[src/rtl/readbuf_counters_pkg.sv]
// Shared constants for the packet line buffer address/occupancy logic.
// Default geometry is 8 lines of 2 KiB each.
package readbuf_counters_pkg;

  localparam int LINE_AW_DEF = 3;
  localparam int CHAR_AW_DEF = 11;
  localparam int LINES_DEF   = 1 << LINE_AW_DEF;

  // Width of the {line, char} BRAM address shared by the wrapper and both FSMs
  function automatic int rbAddrW(input int lineAw, input int charAw);
    return lineAw + charAw;
  endfunction

  localparam int ADDR_W_DEF = rbAddrW(LINE_AW_DEF, CHAR_AW_DEF);

endpackage

[src/rtl/readbuf_counters_if.sv]
// Handshake between the ingress write FSM, the read FSM and the line buffer counters.
// The master side is the FSM pair; the counters block is the slave.
interface readbuf_counters_if #(
  parameter int LINE_AW = readbuf_counters_pkg::LINE_AW_DEF,
  parameter int CHAR_AW = readbuf_counters_pkg::CHAR_AW_DEF
);
  localparam int ADDR_W = readbuf_counters_pkg::rbAddrW(LINE_AW, CHAR_AW);

  logic              wr_char_incr;
  logic              wr_newline;
  logic              wr_drop;
  logic [ADDR_W-1:0] wr_addr;
  logic              fullflag;
  logic              wr_ovf;
  logic              rd_char_incr;
  logic              rd_newline;
  logic [ADDR_W-1:0] rd_addr;
  logic              greenflag;
  logic              lastflag;
  logic [LINE_AW:0]  used_lines;

  modport master (
    output wr_char_incr, wr_newline, wr_drop, rd_char_incr, rd_newline,
    input  wr_addr, fullflag, wr_ovf, rd_addr, greenflag, lastflag, used_lines
  );

  modport slave (
    input  wr_char_incr, wr_newline, wr_drop, rd_char_incr, rd_newline,
    output wr_addr, fullflag, wr_ovf, rd_addr, greenflag, lastflag, used_lines
  );

endinterface

[src/rtl/readbuf_len_regfile.sv]
// Per-line packet length store: one synchronous write port, one async read port.
// Kept in flops so lastflag sees the current read line's length with no latency.
module readbuf_len_regfile
  import readbuf_counters_pkg::*;
#(
  parameter int LINE_AW = LINE_AW_DEF,
  parameter int LEN_W   = CHAR_AW_DEF + 1
) (
  input  logic               clk,
  input  logic               rst,
  input  logic               i_we,
  input  logic [LINE_AW-1:0] i_waddr,
  input  logic [LEN_W-1:0]   i_wdata,
  input  logic [LINE_AW-1:0] i_raddr,
  output logic [LEN_W-1:0]   o_rdata
);

  localparam int LINES = 1 << LINE_AW;

  logic [LEN_W-1:0] r_len [LINES];

  always_ff @(posedge clk or posedge rst) begin
    if (rst) begin
      for (int i = 0; i < LINES; i++) r_len[i] <= '0;
    end else if (i_we) begin
      r_len[i_waddr] <= i_wdata;
    end
  end

  assign o_rdata = r_len[i_raddr];

endmodule

[src/rtl/readbuf_counters.sv]
// Line/character address generator and occupancy tracker for the packet line buffer.
// Writer fills and commits/drops whole lines; reader consumes committed lines in order.
module readbuf_counters
  import readbuf_counters_pkg::*;
#(
  parameter int LINE_AW = LINE_AW_DEF,
  parameter int CHAR_AW = CHAR_AW_DEF
) (
  input logic          clk,
  input logic          rst,
  readbuf_counters_if.slave bus
);

  localparam int LINES = 1 << LINE_AW;
  localparam int LEN_W = CHAR_AW + 1;
  localparam logic [LEN_W-1:0]   CHAR_MAX  = LEN_W'(1 << CHAR_AW);
  localparam logic [LINE_AW:0]   USED_FULL = (LINE_AW + 1)'(LINES);

  logic [LINE_AW-1:0] r_wrLine;
  logic [LEN_W-1:0]   r_wrCnt;
  logic               r_wrOvf;
  logic [LINE_AW-1:0] r_rdLine;
  logic [CHAR_AW-1:0] r_rdChar;
  logic [LINE_AW:0]   r_used;

  logic               w_full;
  logic               w_green;
  logic               w_wrAccept;
  logic               w_incOk;
  logic               w_incOvf;
  logic [LEN_W-1:0]   w_effLen;
  logic               w_endLine;
  logic               w_commit;
  logic [LEN_W-1:0]   w_lenRd;
  logic [LEN_W-1:0]   w_lenRdM1;
  logic               w_rdPop;
  logic               w_rdInc;

  assign w_full     = (r_used == USED_FULL);
  assign w_green    = (r_used != '0);
  assign w_wrAccept = !w_full;

  assign w_incOk    = w_wrAccept && bus.wr_char_incr && (r_wrCnt < CHAR_MAX);
  assign w_incOvf   = w_wrAccept && bus.wr_char_incr && !(r_wrCnt < CHAR_MAX);
  assign w_effLen   = r_wrCnt + {{CHAR_AW{1'b0}}, w_incOk};
  assign w_endLine  = w_wrAccept && (bus.wr_newline || bus.wr_drop);
  // A line that overflowed (earlier or on its final byte) or is empty is discarded
  assign w_commit   = w_wrAccept && bus.wr_newline && !bus.wr_drop &&
                      (w_effLen != '0) && !r_wrOvf && !w_incOvf;

  assign w_lenRdM1  = w_lenRd - LEN_W'(1);
  assign w_rdPop    = w_green && bus.rd_newline;
  assign w_rdInc    = w_green && bus.rd_char_incr && !bus.rd_newline &&
                      ({1'b0, r_rdChar} < w_lenRdM1);

  readbuf_len_regfile #(
    .LINE_AW (LINE_AW),
    .LEN_W   (LEN_W)
  ) u_lenRegfile (
    .clk     (clk),
    .rst     (rst),
    .i_we    (w_commit),
    .i_waddr (r_wrLine),
    .i_wdata (w_effLen),
    .i_raddr (r_rdLine),
    .o_rdata (w_lenRd)
  );

  always_ff @(posedge clk or posedge rst) begin
    if (rst) begin
      r_wrLine <= '0;
      r_wrCnt  <= '0;
      r_wrOvf  <= 1'b0;
    end else if (w_endLine) begin
      r_wrCnt <= '0;
      r_wrOvf <= 1'b0;
      if (w_commit) r_wrLine <= r_wrLine + 1'b1;
    end else begin
      if (w_incOk)  r_wrCnt <= r_wrCnt + 1'b1;
      if (w_incOvf) r_wrOvf <= 1'b1;
    end
  end

  always_ff @(posedge clk or posedge rst) begin
    if (rst) begin
      r_rdLine <= '0;
      r_rdChar <= '0;
    end else if (w_rdPop) begin
      r_rdChar <= '0;
      r_rdLine <= r_rdLine + 1'b1;
    end else if (w_rdInc) begin
      r_rdChar <= r_rdChar + 1'b1;
    end
  end

  always_ff @(posedge clk or posedge rst) begin
    if (rst) begin
      r_used <= '0;
    end else begin
      case ({w_commit, w_rdPop})
        2'b10:   r_used <= r_used + 1'b1;
        2'b01:   r_used <= r_used - 1'b1;
        default: r_used <= r_used;
      endcase
    end
  end

  assign bus.wr_addr    = {r_wrLine, r_wrCnt[CHAR_AW-1:0]};
  assign bus.rd_addr    = {r_rdLine, r_rdChar};
  assign bus.fullflag   = w_full;
  assign bus.wr_ovf     = r_wrOvf;
  assign bus.greenflag  = w_green;
  assign bus.lastflag   = w_green && ({1'b0, r_rdChar} == w_lenRdM1);
  assign bus.used_lines = r_used;

endmodule

[src/flat_wrapper.sv]
// flat-port wrapper written by rule: the top's interface ports become plain ports
module readbuf_counters_flat import readbuf_counters_pkg::*;
#(
  parameter int LINE_AW = LINE_AW_DEF,
  parameter int CHAR_AW = CHAR_AW_DEF
)
  (clk, rst, bus_wr_char_incr, bus_wr_newline, bus_wr_drop, bus_rd_char_incr, bus_rd_newline, bus_wr_addr, bus_fullflag, bus_wr_ovf, bus_rd_addr, bus_greenflag, bus_lastflag, bus_used_lines);
  readbuf_counters_if #(.LINE_AW(LINE_AW), .CHAR_AW(CHAR_AW)) bus_i ();
  input logic clk;
  input logic rst;
  input wire logic [$bits(bus_i.wr_char_incr)-1:0] bus_wr_char_incr;
  input wire logic [$bits(bus_i.wr_newline)-1:0] bus_wr_newline;
  input wire logic [$bits(bus_i.wr_drop)-1:0] bus_wr_drop;
  input wire logic [$bits(bus_i.rd_char_incr)-1:0] bus_rd_char_incr;
  input wire logic [$bits(bus_i.rd_newline)-1:0] bus_rd_newline;
  output wire logic [$bits(bus_i.wr_addr)-1:0] bus_wr_addr;
  output wire logic [$bits(bus_i.fullflag)-1:0] bus_fullflag;
  output wire logic [$bits(bus_i.wr_ovf)-1:0] bus_wr_ovf;
  output wire logic [$bits(bus_i.rd_addr)-1:0] bus_rd_addr;
  output wire logic [$bits(bus_i.greenflag)-1:0] bus_greenflag;
  output wire logic [$bits(bus_i.lastflag)-1:0] bus_lastflag;
  output wire logic [$bits(bus_i.used_lines)-1:0] bus_used_lines;
  assign bus_i.wr_char_incr = bus_wr_char_incr;
  assign bus_i.wr_newline = bus_wr_newline;
  assign bus_i.wr_drop = bus_wr_drop;
  assign bus_i.rd_char_incr = bus_rd_char_incr;
  assign bus_i.rd_newline = bus_rd_newline;
  assign bus_wr_addr = bus_i.wr_addr;
  assign bus_fullflag = bus_i.fullflag;
  assign bus_wr_ovf = bus_i.wr_ovf;
  assign bus_rd_addr = bus_i.rd_addr;
  assign bus_greenflag = bus_i.greenflag;
  assign bus_lastflag = bus_i.lastflag;
  assign bus_used_lines = bus_i.used_lines;
  readbuf_counters #(.LINE_AW(LINE_AW), .CHAR_AW(CHAR_AW)) u_core (.clk(clk), .rst(rst), .bus(bus_i));
endmodule
[config.mk]
export PLATFORM = sky130hd
export DESIGN_NAME = readbuf_counters_flat
export DESIGN_NICKNAME = d
export VERILOG_FILES = /design/src/rtl/readbuf_counters_pkg.sv /design/src/rtl/readbuf_counters_if.sv /design/src/rtl/readbuf_len_regfile.sv /design/src/rtl/readbuf_counters.sv /design/src/flat_wrapper.sv
export SDC_FILE = /design/constraint.sdc
export NUM_CORES = 1
export LEC_CHECK = 0
export ABC_CLOCK_PERIOD_IN_PS = 13200
export BUFFER_PORTS_ARGS = -buffer_cell sky130_fd_sc_hd__buf_2
export CAP_MARGIN = 20
export CORE_MARGIN = 1
export CORE_UTILIZATION = 23
export DETAILED_ROUTE_END_ITERATION = 8
export HOLD_SLACK_MARGIN = 0.06
export MAX_ROUTING_LAYER = met4
export SYNTH_ARGS = -nofsm -noshare
export SYNTH_HDL_FRONTEND = slang
export SYNTH_SLANG_ARGS = --single-unit
[constraint.sdc]
create_clock -name clk -period 13.2 [get_ports clk]
set_clock_uncertainty 0.2 [all_clocks]
set_input_delay 0.66 -clock clk [delete_from_list [all_inputs] [get_ports clk]]
set_output_delay 0.66 -clock clk [all_outputs]
set_load 0.1 [all_outputs]
======== After elaboration in Yosys (flattened, before gate mapping) ========
Index checks and enable logic that the tools add are counted.
operators by class
  divide/modulo/power cells ............... 0
  multiplexer cells ....................... 13
  $mul .................................... 0
  bitwise logic cells ..................... 2
  add/sub/neg operators ................... 8
  eq/ne operators ......................... 4
  magnitude comparators ................... 5
  shift operators ......................... 0
  reductions and logical operators ........ 29
operators with widths
  cell                   count
  $bwmux 96              1
  $mux 12                5
  $bmux 12 s3            1
  $demux 12 s3           1
  $mux 11                2
  $logic_and 1x1->1      15
  $add 12x1->12          1
  $add 12x1->12 const B  1
  $eq 11x12->1           1
  $lt 11x12->1           1
  $lt 12x12->1 const B   1
  $reduce_bool 12->1     1
  $sub 12x1->12 const B  1
  $add 11x1->11 const B  1
  $ge 4x4->1 const B     2
  $not 3->4              2
  $pmux 4 s2             1
  $reduce_bool 2->1      4
  $add 3x1->3 const B    2
  $logic_not 1->1        6
  $add 4x1->4 const B    1
  $eq 4x4->1 const B     1
  $lt 4x1->1 const B     1
  $reduce_bool 4->1      1
  other kinds (6)        7
word-level totals
  word-level logic and storage cells ...... 75
  memories ................................ 0
  bits in latches ......................... 0
  flip-flop bits (word level) ............. 130
  bits of input ports ..................... 7
  output and inout port bits .............. 36
  bits in writable memories ............... 0
  ROM bits ................................ 0

======== Depth between registers and ports, before layout ========
Gate-level depths: netlist (run 1).
  word-level depth ........................ 11
  mapped depth ............................ 17
  mapped depth without buffers ............ 16

======== Hierarchy ========
A second synthesis (run 1) with hierarchy kept.
unflattened totals
  cell total of the unflattened synthesis .. 528
  area total of the unflattened synthesis .. 6,925.4 µm²
modules (own cells, without submodules)
  module               instances  cells each  sequential area each (µm²)  area each (µm²)
  readbuf_len_regfile  1          252         2,402.3                     4,428.0
  readbuf_counters     1          276         850.8                       2,497.4

======== Worst setup path before layout (run 1) ========
OpenSTA, ideal clock, no wires.
  path type ............................... register -> register
  start ................................... reg u_core.r_used[3], in the netlist u_core.bus.used_lines[3]
  end ..................................... reg u_core.r_used[3], in the netlist u_core.bus.used_lines[3]
  cell stages (with the launch flop) ...... 18
  arrival time ............................ 8,592 ps
  slack ................................... 4,246 ps
  library setup time ...................... 162 ps
  buffers on the path ..................... 1
  required time ........................... 12,838 ps
  cell sequence ........................... dfrtp_1 > nor4b_1 > nor3_1 > ha_1 > ha_1 > nor3_1 > a31oi_1 > or4_1 > or3_1 > o41ai_2 > buf_4 > ha_1 > ha_1 > a21o_1 > a21oi_1 > xnor2_1 > nor2_1 > xor2_1
on the way
  word-level cells in the longest chain between the ends .. 11
  elaborated cells between the ends (all ways) .. 21
  those cells by class .................... add/sub (3); eq/ne (3); mux (1); reduce/logical (14)
ends and longest elaborated chain
  item                                                    line                                            RTL
  start, declared                                         readbuf_counters.sv:24                          logic [LINE_AW:0] r_used;
  start signal, assigned                                  readbuf_counters.sv:101                         2'b10: r_used <= r_used + 1'b1;
  start signal, assigned                                  readbuf_counters.sv:102                         2'b01: r_used <= r_used - 1'b1;
  start signal, assigned                                  readbuf_counters.sv:103                         default: r_used <= r_used;
  $eq 4x4->1 (*)                                          readbuf_counters.sv:39                          assign w_full = (r_used == USED_FULL);
  net bus_fullflag                                        flat_wrapper.sv:17                              output wire logic [$bits(bus_i.fullflag)-1:0] bus_fullflag;
  $logic_not 1->1 (*)                                     readbuf_counters.sv:41                          assign w_wrAccept = !w_full;
  $logic_and 1x1->1                                       readbuf_counters.sv:43, readbuf_counters.sv:44
  $logic_and 1x1->1                                       readbuf_counters.sv:43                          assign w_incOk = w_wrAccept && bus.wr_char_incr && (r_wrCnt < CHAR_MAX);
  $add 12x1->12                                           readbuf_counters.sv:45                          assign w_effLen = r_wrCnt + {{CHAR_AW{1'b0}}, w_incOk};
  $reduce_bool 12->1                                      readbuf_counters.sv:49                          (w_effLen != '0) && !r_wrOvf && !w_incOvf;
  $logic_and 1x1->1                                       readbuf_counters.sv:48                          assign w_commit = w_wrAccept && bus.wr_newline && !bus.wr_drop &&
  $logic_and 1x1->1                                       readbuf_counters.sv:49
  $logic_and 1x1->1 (*)                                   readbuf_counters.sv:49
  $eq 2x1->1 / $eq 2x2->1 (equally long branches)         readbuf_counters.sv:100                         case ({w_commit, w_rdPop})
  $pmux 4 s2 / $reduce_bool 2->1 (equally long branches)  --
The timed path passes the listed nets; every way through them passes the cells marked *.
A chain may end at the register's enable or synchronous reset.

======== Worst setup path in the final report (run 1) ========
  start ................................... reg u_core.r_used[1], in the netlist u_core.bus.used_lines[1]
  end ..................................... reg u_core.r_used[3], in the netlist u_core.bus.used_lines[3]
on the way
  word-level cells in the longest chain between the ends .. 11
  elaborated cells between the ends (all ways) .. 21
  those cells by class .................... add/sub (3); eq/ne (3); mux (1); reduce/logical (14)
ends and longest elaborated chain
  item                                                    line
  $eq 4x4->1                                              readbuf_counters.sv:39
  $logic_not 1->1                                         readbuf_counters.sv:41
  $logic_and 1x1->1                                       readbuf_counters.sv:43, readbuf_counters.sv:44
  $logic_and 1x1->1                                       readbuf_counters.sv:43
  $add 12x1->12                                           readbuf_counters.sv:45
  $reduce_bool 12->1                                      readbuf_counters.sv:49
  $logic_and 1x1->1                                       readbuf_counters.sv:48
  $logic_and 1x1->1 (2 in a row)                          readbuf_counters.sv:49
  $eq 2x1->1 / $eq 2x2->1 (equally long branches)         readbuf_counters.sv:100
  $pmux 4 s2 / $reduce_bool 2->1 (equally long branches)  --
Parallel ways exist; a longest one is shown, timed or not.

==> results.md, run 1 <==
- Most frequent cells in the layout: dfrtp_1, buf_2, mux2_4
- Most common cell after layout, fill and taps aside: dfrtp_1
- Unrepaired setup endpoints after global routing: false
- Synth Register Bits: 130
- Startpoint types: register
- Number of global-route vias before repair: 4491
- Chip Height: approximately 180 um
- Pre-antenna DRT Iters: 4
- Port Buf Inserts: 42
- Slew Limit Fails: 0
- Critical path arrival: 5.78 ns
- Routing usage on met2: between 10% and 20%
- Remaining global-route overflow: 0
- CP Capture Type: register
- Least-Margin Pin Slew: a little over 1 ns
- Met1 usage: between 10% and 20%
- Detailed Place HPWL: 10.39 mm
- Setup_tns: 0 ns
- Design area: 0.008349 sq mm
- CTS tree: built
- CTS root buffer: clkbuf_16
- Synth Net Count: ~580
- Cell Area, Synth: 0.007154 sq mm
- H-Tree Depth: 4
- Status: finished clean
- DRC viols: 0
- Number of post-CTS setup repair buffers: 0
- Cell count after synthesis: 553
- Post-synth top area share: 45.47%
- Leakage: between 3 and 4 nW
- Highest clock rate: between 150 and 200 MHz
- Filler cell count: around 3200
- Drt total wl: 15.75 mm
- Count of cell types in the netlist: a little under 60
- Gr usage total: between 10 and 15%
- Core Area: ~0.031 sq mm
- Die ar.: between 0.03 and 0.04 sq mm
- Post_cts resized: 0
- Switching fraction of total power: about two fifths
- 1st-iter DRT viols: roughly 240
- Area growth, synth to finish: 16.70%
- Starting Density: a little under a quarter
- Largest fanout on the critical path: 12
- ANT nets after route: 0
- Worst-path clk slew: around 0.060 ns
- Slew margin rel.: 32.29%
- Worst path slowest cell: o41ai_4
- Yosys top cell by area: dfrtp_1
- CP bufs+invs: 0
- Tmin final: about 5.7 ns
- # IOs: between 40 and 50
- Hold Fails Final Rpt: 0
- Max stage delay on crit path: 0.94 ns
- Setup violations, final: 0
- Internal power: just under 1 mW
- Area after DPL: around 0.0077 sq mm
- Ys async rst share: 100.0%
- Worst skew pair latency: approximately 0.42 ns
- Largest net degree at the start of global routing: 52
- Ys Warns: 0
- Comb power frac: about two fifths
- Crit path required time: around 13 ns
- Avg Inst Size Synth: 12.94 sq um
- Power Density: between 150 and 200 mW/mm^2
- CTS Sinks: 130
- Crit share post-route: between 40% and 50%
- Die Wd: between 150 and 200 um
- Row cnt: 64
- Via/cell ratio: ~4.4
- Top_reg_cell synth: dfrtp_1
- Worst min-delay path category: reg2reg
- WL/cell: ~16 um
- First-pass GRT wire length: ~26 mm
- Crit-path leading delay family: simple AND/OR/NAND/NOR gates
- Initial antenna violation count: 0
- Met3 usage: roughly 3%
- Share of layout cells above drive strength 1: between 30 and 40%
- Sw power: around 0.66 mW
- Critical path, cell by cell: nor4b_1, nor3_1, ha_1, ha_1, nor3_1, a31oi_1, or4_1, or3_1, o41ai_4, ha_1, ha_1, a21o_1, a21oi_1, xnor2_1, nor2_1, xor2_1
- Clk buf depth: 2
- Vias: around 4400
- Routability Congestion: between 0.7 and 0.8
- Final #Nets: between 600 and 700
- Crit-path most repeated cell: ha_1
- Max VDD drop: a little over 0.2 mV
- Clk pwr share: between 30% and 40%
- Total CTS buffers: 17
- Busiest layer in global routing: met1
- CP Class: reg2reg
- Post-synth EDFFs: 0
- Total power draw: about 1.6 mW
- # diodes: 0
- Flop pwr share: 29.5%
- Post-synthesis sequential area ratio: between 40% and 50%
- Synth top area cells: dfrtp_1, mux2_4, mux4_2
- Max Cap Viol: 0
## flip-flops by register name (all words and copies together) (netlist names)
name	flops
u_core.r_wrCnt	12
u_core.bus.used_lines	4
u_core.u_lenRegfile.r_len	96
u_core.r_rdChar	11
u_core.bus.wr_ovf	1
u_core.r_wrLine	3
u_core.r_rdLine	3
## power by group through the flow
stage	clock, mW	combinational (mW)	sequential, mW
floorplan	0	0.396	0.614
global placement	0	0.647	0.485
detailed placement	0	0.654	0.488
CTS	0.517	0.656	0.481
global route	0.535	0.709	0.489
finish	0.506	0.644	0.481
## path summary, 6_finish.rpt
check	cells past startpoint	end	slack, ns	start
setup / recovery	16	u_core.bus.used_lines[3]$_DFFE_PP0P_	7.52	u_core.bus.used_lines[1]$_DFFE_PP0P_
hold / removal	1	u_core.u_lenRegfile.r_len[8]$_DFFE_PP0P_	0.29	u_core.u_lenRegfile.r_len[8]$_DFFE_PP0P_
setup reg to reg	16	u_core.bus.used_lines[3]$_DFFE_PP0P_	7.52	u_core.bus.used_lines[1]$_DFFE_PP0P_
hold reg to reg	1	u_core.u_lenRegfile.r_len[8]$_DFFE_PP0P_	0.29	u_core.u_lenRegfile.r_len[8]$_DFFE_PP0P_
max in group asynchronous	4	u_core.r_rdChar[10]$_DFFE_PP0P_	11.17	rst
min in group asynchronous	3	u_core.u_lenRegfile.r_len[9]$_DFFE_PP0P_	0.60	rst
## synth_stat cells (14+ instances only)
| library cell | n |
|---|---|
| mux2_4 | 40 |
| buf_4 | 14 |
| xnor2_1 | 18 |
| mux2_1 | 21 |
| mux4_2 | 22 |
| dfrtp_1 | 130 |
| mux2i_1 | 24 |
| mux2_2 | 37 |
| nor2_1 | 27 |
| nand2_1 | 38 |
| xor2_1 | 18 |
| ha_1 | 21 |
## per-stage QoR
stage	hold slack, ns	util, %	cells	worst slack, ns
floorplan	0.2585	-	553	4.246
global placement	0.2682	25.23	963	7.579
detailed placement	0.2782	25.23	963	7.459
CTS	0.2912	27.29	994	7.471
global route	0.3038	27.29	994	7.099
finish	0.2888	27.29	994	7.518
## worst register-to-register path: stages, from the launching register on
cell and delay (ns):
dfrtp_1 0.44, nor4b_1 0.70, nor3_1 0.32, ha_1 0.32, ha_1 0.25, nor3_1 0.19, a31oi_1 0.05, or4_1 0.46
or3_1 0.41, o41ai_4 0.94, ha_1 0.36, ha_1 0.25, a21o_1 0.17, a21oi_1 0.17, xnor2_1 0.14, nor2_1 0.06
xor2_1 0.14
## cell type report
type / instances / area [sq um] / area share, %
clock buffer: 18 / 439.2 / 5.260
clock inverter: 12 / 182.7 / 2.188
inverter: 12 / 47.55 / 0.5695
multi-input combinational: 374 / 3643 / 43.64
sequential: 130 / 3253 / 38.96
tap: 396 / 495.5 / 5.934
timing repair buffer: 52 / 287.8 / 3.447
## per-layer routing
layer | share of wire, % | wire length (um) | vias to the layer above
met5 | 0 | 0 | -
met1 | 51 | 8083 | 2244
met3 | 6.0 | 950 | 6
met4 | 0.54 | 85 | 0
met2 | 42 | 6625 | 72
li1 | - | - | 2067
## logic make-up (layout without fill, tap and decap cells)
| family | Yosys count | in the layout | synth area share, % |
|---|---|---|---|
| xor+xnor | 38 | 38 | 4.862 |
| buf+inv | 49 | 94 | 4.127 |
| compound gates | 44 | 44 | 4.338 |
| fa+ha+maj | 22 | 22 | 3.952 |
| mux | 144 | 144 | 27.81 |
| flops | 130 | 130 | 45.47 |
| simple gates | 126 | 126 | 9.444 |
## timing repair
item / in CTS / in global routing
hold buffers: 1 / 0
endpoints found under the setup margin: 0 / 0
hold endpoints to repair: 30 / 0
(Power assumes the default switching activity.)
==> inputs of run 2 (changes only) <==
--- a/config.mk
+++ b/config.mk
@@ -5,7 +5,7 @@
 export SDC_FILE = /design/constraint.sdc
 export NUM_CORES = 1
 export LEC_CHECK = 0
-export ABC_CLOCK_PERIOD_IN_PS = 13200
+export ABC_CLOCK_PERIOD_IN_PS = 5250
 export BUFFER_PORTS_ARGS = -buffer_cell sky130_fd_sc_hd__buf_2
 export CAP_MARGIN = 20
 export CORE_MARGIN = 1
==> constraint.sdc (replaced) <==
create_clock -name clk -period 5.25 [get_ports clk]
set_clock_uncertainty 0.2 [all_clocks]
set_input_delay 0.2625 -clock clk [delete_from_list [all_inputs] [get_ports clk]]
set_output_delay 0.2625 -clock clk [all_outputs]
set_load 0.1 [all_outputs]
==> results.md, run 2 (synthesis gave the netlist of run 1 again) <==
- Status: finished clean
- DRC viols: 0 (unchanged)
- Number of flip-flops in the largest register: 96 (unchanged)
- Share of layout cells above drive strength 1: 36.02% (+3.6 points)
- Biggest register: u_core.u_lenRegfile.r_len
- Worst min-delay path category: in2reg
- Hold Slack: 0.07519 ns (-0.2136 ns)
- Design area: 0.008472 sq mm (+1.5%)
- Highest clock rate: between 200 and 250 MHz
- H-Tree Depth: 4 (unchanged)
- Slew Limit Fails: 0 (unchanged)
- CTS tree: built
- Via/cell ratio: 4.504 (+2.0%)
- Chip Height: 178.4 um (unchanged)
- CTS Sinks: 130 (unchanged)
- Remaining global-route overflow: 0 (unchanged)
- Max Cap Viol: 0 (unchanged)
- Multi-input logic area: 0.003730 sq mm (+2.4%)
- Setup violations, final: 0 (unchanged)
- Startpoint types: register
- ANT nets after route: 0 (unchanged)
- CP Class: reg2out
- Pre-antenna DRT Iters: 4 (unchanged)
- Worst-path clk slew: 0.06 ns (about the same)
- # IOs: 43 (unchanged)
- Leakage: 3.982 nW (+0.81%)
- Max VDD drop: 0.3754 mV (+85%)
- Number of global-route vias before repair: 4671 (+4.0%)
- Tmin final: about 4.9 ns
- Detailed Place HPWL: 10.89 mm (+4.8%)
- Starting Density: 23.39% (unchanged)
- Die Wd: 178.4 um (unchanged)
- First-pass GRT wire length: 26.72 mm (+2.0%)
- Power Density: 487.0 mW/mm^2 (+150%)
- Hold Fails Final Rpt: 0 (unchanged)
- CTS root buffer: clkbuf_16
- Crit path required time: 4.79 ns (-8.51 ns)
- Drt total wl: 16.21 mm (+2.9%)
- CP Capture Type: primary output
- Seq. cell area: 0.003259 sq mm (+0.19%)
- Die ar.: 0.03182 sq mm (unchanged)
- Layout Cells excl Fill: 1004 (+1.0%)
- Area after DPL: 0.007870 sq mm (+2.0%)
- CTS Hold Buffers Added: 1 (unchanged)
- Gr usage total: 11.32% (+0.077 points)
- Filler cell count: 3171 (-1.0%)
- Vias: 4522 (+3.0%)
- Post_cts resized: 0 (unchanged)
- Least-Margin Pin Slew: 0.8518 ns (-0.1604 ns)
- Slew margin rel.: 43.00% (+11 points)
- Top flop regs: u_core.u_lenRegfile.r_len: 96 flops, u_core.r_wrCnt: 12 flops, u_core.r_rdChar: 11 flops
- Clk buf depth: 2 (unchanged)
- Row cnt: 64 (unchanged)
- Critical path arrival: 4.48 ns (-1.30 ns)
- Final #Nets: 624 (+1.3%)
- # diodes: 0 (unchanged)
- Routability Congestion: 0.7708 (+6.4%)
- 1st-iter DRT viols: 304 (+28%)
- WL/cell: 16.14 um (+1.9%)
- Worst skew pair latency: 0.42 ns (about the same)
- Most frequent cells in the layout: dfrtp_1, buf_2, mux2_4
- Most common cell after layout, fill and taps aside: dfrtp_1
- Largest fanout on the critical path: 14 (+2)
- Number of post-CTS setup repair buffers: 0 (unchanged)
- Core Area: 0.03059 sq mm (unchanged)
- Largest net degree at the start of global routing: 57 (+9.6%)
- Dpl cells: 971 (+0.83%)
- Unrepaired setup endpoints after global routing: false
- Setup_tns: 0 ns (unchanged)
- Initial antenna violation count: 0 (unchanged)
- Port Buf Inserts: 42 (unchanged)
- Total CTS buffers: 17 (unchanged)
- Area growth, synth to finish: 18.42%
- Util after Layout: 27.70% (+0.40 points)
- Crit share post-route: 94.14%
run 2: changes by cell type in the layout (fill, tap and decap cells not counted), sizes merged:
cell / before / now
buf: 51 / 59
bufinv: 4 / 2
clkinv: 3 / 4
clkinvlp: 3 / 4
inv: 14 / 16
run 2: through the flow:
stage | setup WS, ns | total power, mW
finish | 0.3074 | 4.126
CTS | 0.2451 | 4.167
global placement | 0.5206 | 2.929
floorplan | -0.1613 | 2.588
detailed placement | 0.5083 | 2.953
global route | 0.01030 | 4.377
run 2: report_power, final:
group | internal (mW) | leakage [nW] | switching [mW] | total, mW
Combinational | 0.586 | 1.92 | 1.06 | 1.64
Clock | 0.717 | 0.280 | 0.482 | 1.20
Sequential | 1.11 | 1.78 | 0.179 | 1.28
Total | 2.41 | 3.98 | 1.72 | 4.13
run 2: cell type report:
cell class / count / area share [%]
clock buffers: 18 / 5.184
clock inverters: 14 / 1.802
inverters: 12 / 0.5612
multi-input cells: 374 / 44.03
flip-flops and latches: 130 / 38.47
well taps: 396 / 5.848
repair buffers: 60 / 4.106
run 2: per-layer routing:
layer | track usage (%) | vias to the layer above | wire length, um
met4 | 2.401 | 0 | 153
met3 | 2.941 | 16 | 686
met5 | - | - | 0
met1 | 16.41 | 2332 | 8646
li1 | - | 2089 | -
met2 | 15.62 | 85 | 6719
run 2: path summary, 6_finish.rpt:
check                                                                from                                   endpoint  slack, ns  cells after the start
worst max-delay path                       u_core.r_rdLine[0]$_DFFE_PP0P_                               bus_lastflag       0.31                     12
worst min-delay path                                     bus_wr_char_incr             u_core.r_wrCnt[11]$_DFFE_PP0P_       0.08                      5
worst max register to register       u_core.bus.used_lines[0]$_DFFE_PP0P_  u_core.u_lenRegfile.r_len[41]$_DFFE_PP0P_       0.49                     13
worst min register to register  u_core.u_lenRegfile.r_len[32]$_DFFE_PP0P_  u_core.u_lenRegfile.r_len[32]$_DFFE_PP0P_       0.29                      1
max in group asynchronous                                             rst  u_core.u_lenRegfile.r_len[47]$_DFFE_PP0P_       3.48                      4
min in group asynchronous                                             rst              u_core.r_wrCnt[1]$_DFFE_PP0P_       0.32                      3
run 2: critical path, stage by stage, from the launching register on:
cell,delay [ns]
dfrtp_1,0.74
buf_4,0.36
mux4_2,0.34
mux2i_1,0.29
and3_1,0.21
nand4_1,0.33
nor2_1,0.22
xor2_1,0.10
ha_1,0.31
nand3_1,0.10
or2_2,0.34
nor4b_4,0.24
buf_2,0.47
==> inputs of run 3 (changes only) <==
--- a/config.mk
+++ b/config.mk
@@ -13,6 +13,7 @@
 export DETAILED_ROUTE_END_ITERATION = 8
 export HOLD_SLACK_MARGIN = 0.06
 export MAX_ROUTING_LAYER = met4
+export RECOVER_POWER = 50
 export SYNTH_ARGS = -nofsm -noshare
 export SYNTH_HDL_FRONTEND = slang
 export SYNTH_SLANG_ARGS = --single-unit
==> results.md, run 3 (synthesis gave the netlist of run 1 again) <==
- Status: finished, violations left
- Violated checks: capacitance limit, slew limit
- Number of post-CTS setup repair buffers: 0 (unchanged)
- Comb power frac: 39.7% (about the same)
- Critical path, cell by cell: buf_4, mux4_2, mux2i_1, and3_1, nand4_1, nor2_1, xor2_1, ha_1, nand3_1, or2_2, nor4b_4, buf_2
- Max Cap Viol: 2 (+2)
- Reg-to-reg setup timing slack: 0.50 ns (about the same)
- Pre-antenna DRT Iters: 4 (unchanged)
- Drt total wl: 16.24 mm (+0.24%)
- Largest fanout on the critical path: 14 (unchanged)
- CP bufs+invs: 2 (unchanged)
- R2R cell count: 13 (unchanged)
- Die ar.: 0.03182 sq mm (unchanged)
- Total power draw: 4.117 mW (-0.22%)
- Unrepaired setup endpoints after global routing: false
- Crit-path leading delay family: simple AND/OR/NAND/NOR gates
- Crit share post-route: 94.22% (about the same)
- CP Class: reg2out
- Detailed Place HPWL: 10.89 mm (unchanged)
- Routability Congestion: 0.7708 (unchanged)
- Initial antenna violation count: 0 (unchanged)
- Most frequent cells in the layout: dfrtp_1, mux2_4, nand2_1
- Most common cell after layout, fill and taps aside: dfrtp_1
- Chip Height: 178.4 um (unchanged)
- Remaining global-route overflow: 0 (unchanged)
- Max stage delay on crit path: 0.74 ns (about the same)
- Area growth, synth to finish: 17.86%
- Internal power: 2.399 mW (-0.40%)
- Port Buf Inserts: 42 (unchanged)
- Total CTS buffers: 17 (unchanged)
- Highest clock rate: 202.2 MHz (about the same)
- Final #Nets: 624 (unchanged)
- Switching fraction of total power: 41.74% (+0.11 points)
- Worst skew pair latency: 0.42 ns (about the same)
- Core Area: 0.03059 sq mm (unchanged)
- Sw power: 1.719 mW (about the same)
- Reg2reg start: u_core.bus.used_lines[0]$_DFFE_PP0P_
- ANT nets after route: 0 (unchanged)
- Clk buf depth: 2 (unchanged)
- CP Capture Type: primary output
- Via/cell ratio: 4.518 (+0.31%)
- Row cnt: 64 (unchanged)
- Critical path depth in cells: 12 (unchanged)
- Design area: 0.008432 sq mm (-0.47%)
- Hold Fails Final Rpt: 0 (unchanged)
- Starting Density: 23.39% (unchanged)
- Worst min-delay path category: in2reg
- Max VDD drop: 0.3729 mV (-0.65%)
- Biggest register: u_core.u_lenRegfile.r_len
- Clk pwr share: 29.1% (about the same)
- Least-Margin Pin Slew: 2.609 ns (+1.757 ns)
- Util after Layout: 27.56% (-0.13 points)
- H-Tree Depth: 4 (unchanged)
- CTS root buffer: clkbuf_16
- Largest net degree at the start of global routing: 57 (unchanged)
- Crit path required time: 4.79 ns (about the same)
- DRC viols: 0 (unchanged)
- Number of global-route vias before repair: 4671 (unchanged)
- Gr usage total: 11.32% (unchanged)
- Worst path slowest cell: dfrtp_1
- Tmin final: 4.946 ns (+0.003786 ns)
- Critical path arrival: 4.48 ns (about the same)
- Worst setup endpoint: bus_lastflag
- # diodes: 0 (unchanged)
- Power Density: 488.3 mW/mm^2 (+0.26%)
- Hold Slack: 0.07589 ns (+0.0007019 ns)
- Number of flip-flops in the largest register: 96 (unchanged)
- CTS Sinks: 130 (unchanged)
- Top flop regs: u_core.u_lenRegfile.r_len: 96 flops, u_core.r_wrCnt: 12 flops, u_core.r_rdChar: 11 flops
- Area after DPL: 0.007870 sq mm (unchanged)
- CTS tree: built
- Worst-path clk slew: 0.06 ns (about the same)
- # IOs: 43 (unchanged)
- Setup violations, final: 0 (unchanged)
- Vias: 4536 (+0.31%)
- WL/cell: 16.18 um (+0.24%)
- Flop pwr share: 31.2% (about the same)
- Leakage: 3.868 nW (-2.9%)
- Startpoint types: register
- Slew Limit Fails: 90 (+90)
- Slew margin rel.: -74.89% (-120 points)
- Die Wd: 178.4 um (unchanged)
- Worst r2r dst: u_core.u_lenRegfile.r_len[41]$_DFFE_PP0P_
- 1st-iter DRT viols: 300 (-1.3%)
- Setup_tns: 0 ns (unchanged)
- Share of layout cells above drive strength 1: 31.58% (-4.4 points)
- Worst Setup SP: u_core.r_rdLine[0]$_DFFE_PP0P_
- First-pass GRT wire length: 26.72 mm (unchanged)
- Filler cell count: 3179 (+0.25%)
run 3: cell types whose count changed in the layout (fill, tap and decap cells not counted), sizes merged:
cell,delta
buf,-28
clkinvlp,+1
inv,-1
clkbuf,+28
run 3: worst min-delay path, delay by kind of cell:
family                 cells  cell delay (ns)
and+or+nand+nor            2             0.15
buffers and inverters      2             0.18
AOI/OAI and AO/OA          1             0.06
run 3: what timing repair did:
item,in CTS,in global routing
endpoints found under the hold margin,54,0
gates resized for setup,0,0
hold buffers,1,0
run 3: area by class of cell:
type	instances	area [sq um]	share of cell area (%)
clock buffers	18	439.2	5.208
clock inverters	14	152.6	1.810
inverters	12	46.29	0.5490
multi-input cells	374	3730	44.24
flip-flops and latches	130	3259	38.66
well taps	396	495.5	5.876
repair buffers	60	309.0	3.665
run 3: worst min-delay path by stage:
stage | slack [ns] | cells past startpoint | to | from
after floorplan | 0.26 | 1 | u_core.u_lenRegfile.r_len[2]$_DFFE_PP0P_ | u_core.u_lenRegfile.r_len[2]$_DFFE_PP0P_
after global placement | 0.23 | 2 | u_core.r_wrCnt[1]$_DFFE_PP0P_ | rst
after detailed placement | 0.24 | 2 | u_core.r_wrCnt[1]$_DFFE_PP0P_ | rst
after CTS | 0.07 | 5 | u_core.r_wrCnt[11]$_DFFE_PP0P_ | bus_wr_char_incr
after global routing | 0.09 | 5 | u_core.r_wrCnt[11]$_DFFE_PP0P_ | bus_wr_char_incr
final | 0.08 | 5 | u_core.r_wrCnt[11]$_DFFE_PP0P_ | bus_wr_char_incr
run 3: power groups by stage:
stage	Sequential (mW)	Clock, mW	Combinational [mW]
floorplan	1.56	0	1.03
global route	1.30	1.27	1.80
finish	1.29	1.20	1.63
global placement	1.29	0	1.64
detailed placement	1.30	0	1.65
CTS	1.28	1.22	1.66
run 3: metrics by stage:
stage | instances | setup slack [ns]
2_1_floorplan | 553 | -0.1613
3_3_place_gp | 971 | 0.5206
3_5_place_dp | 971 | 0.5083
4_1_cts | 1004 | 0.2451
5_1_grt | 1004 | 0.01029
6_report | 1004 | 0.3036
run 3: layer usage:
metal / GRT usage (%) / vias to the layer above / routed length (um)
met5: - / - / 0
met4: 2.401 / 0 / 152
met3: 2.941 / 16 / 647
met2: 15.62 / 77 / 6758
met1: 16.41 / 2355 / 8685
li1: - / 2088 / -
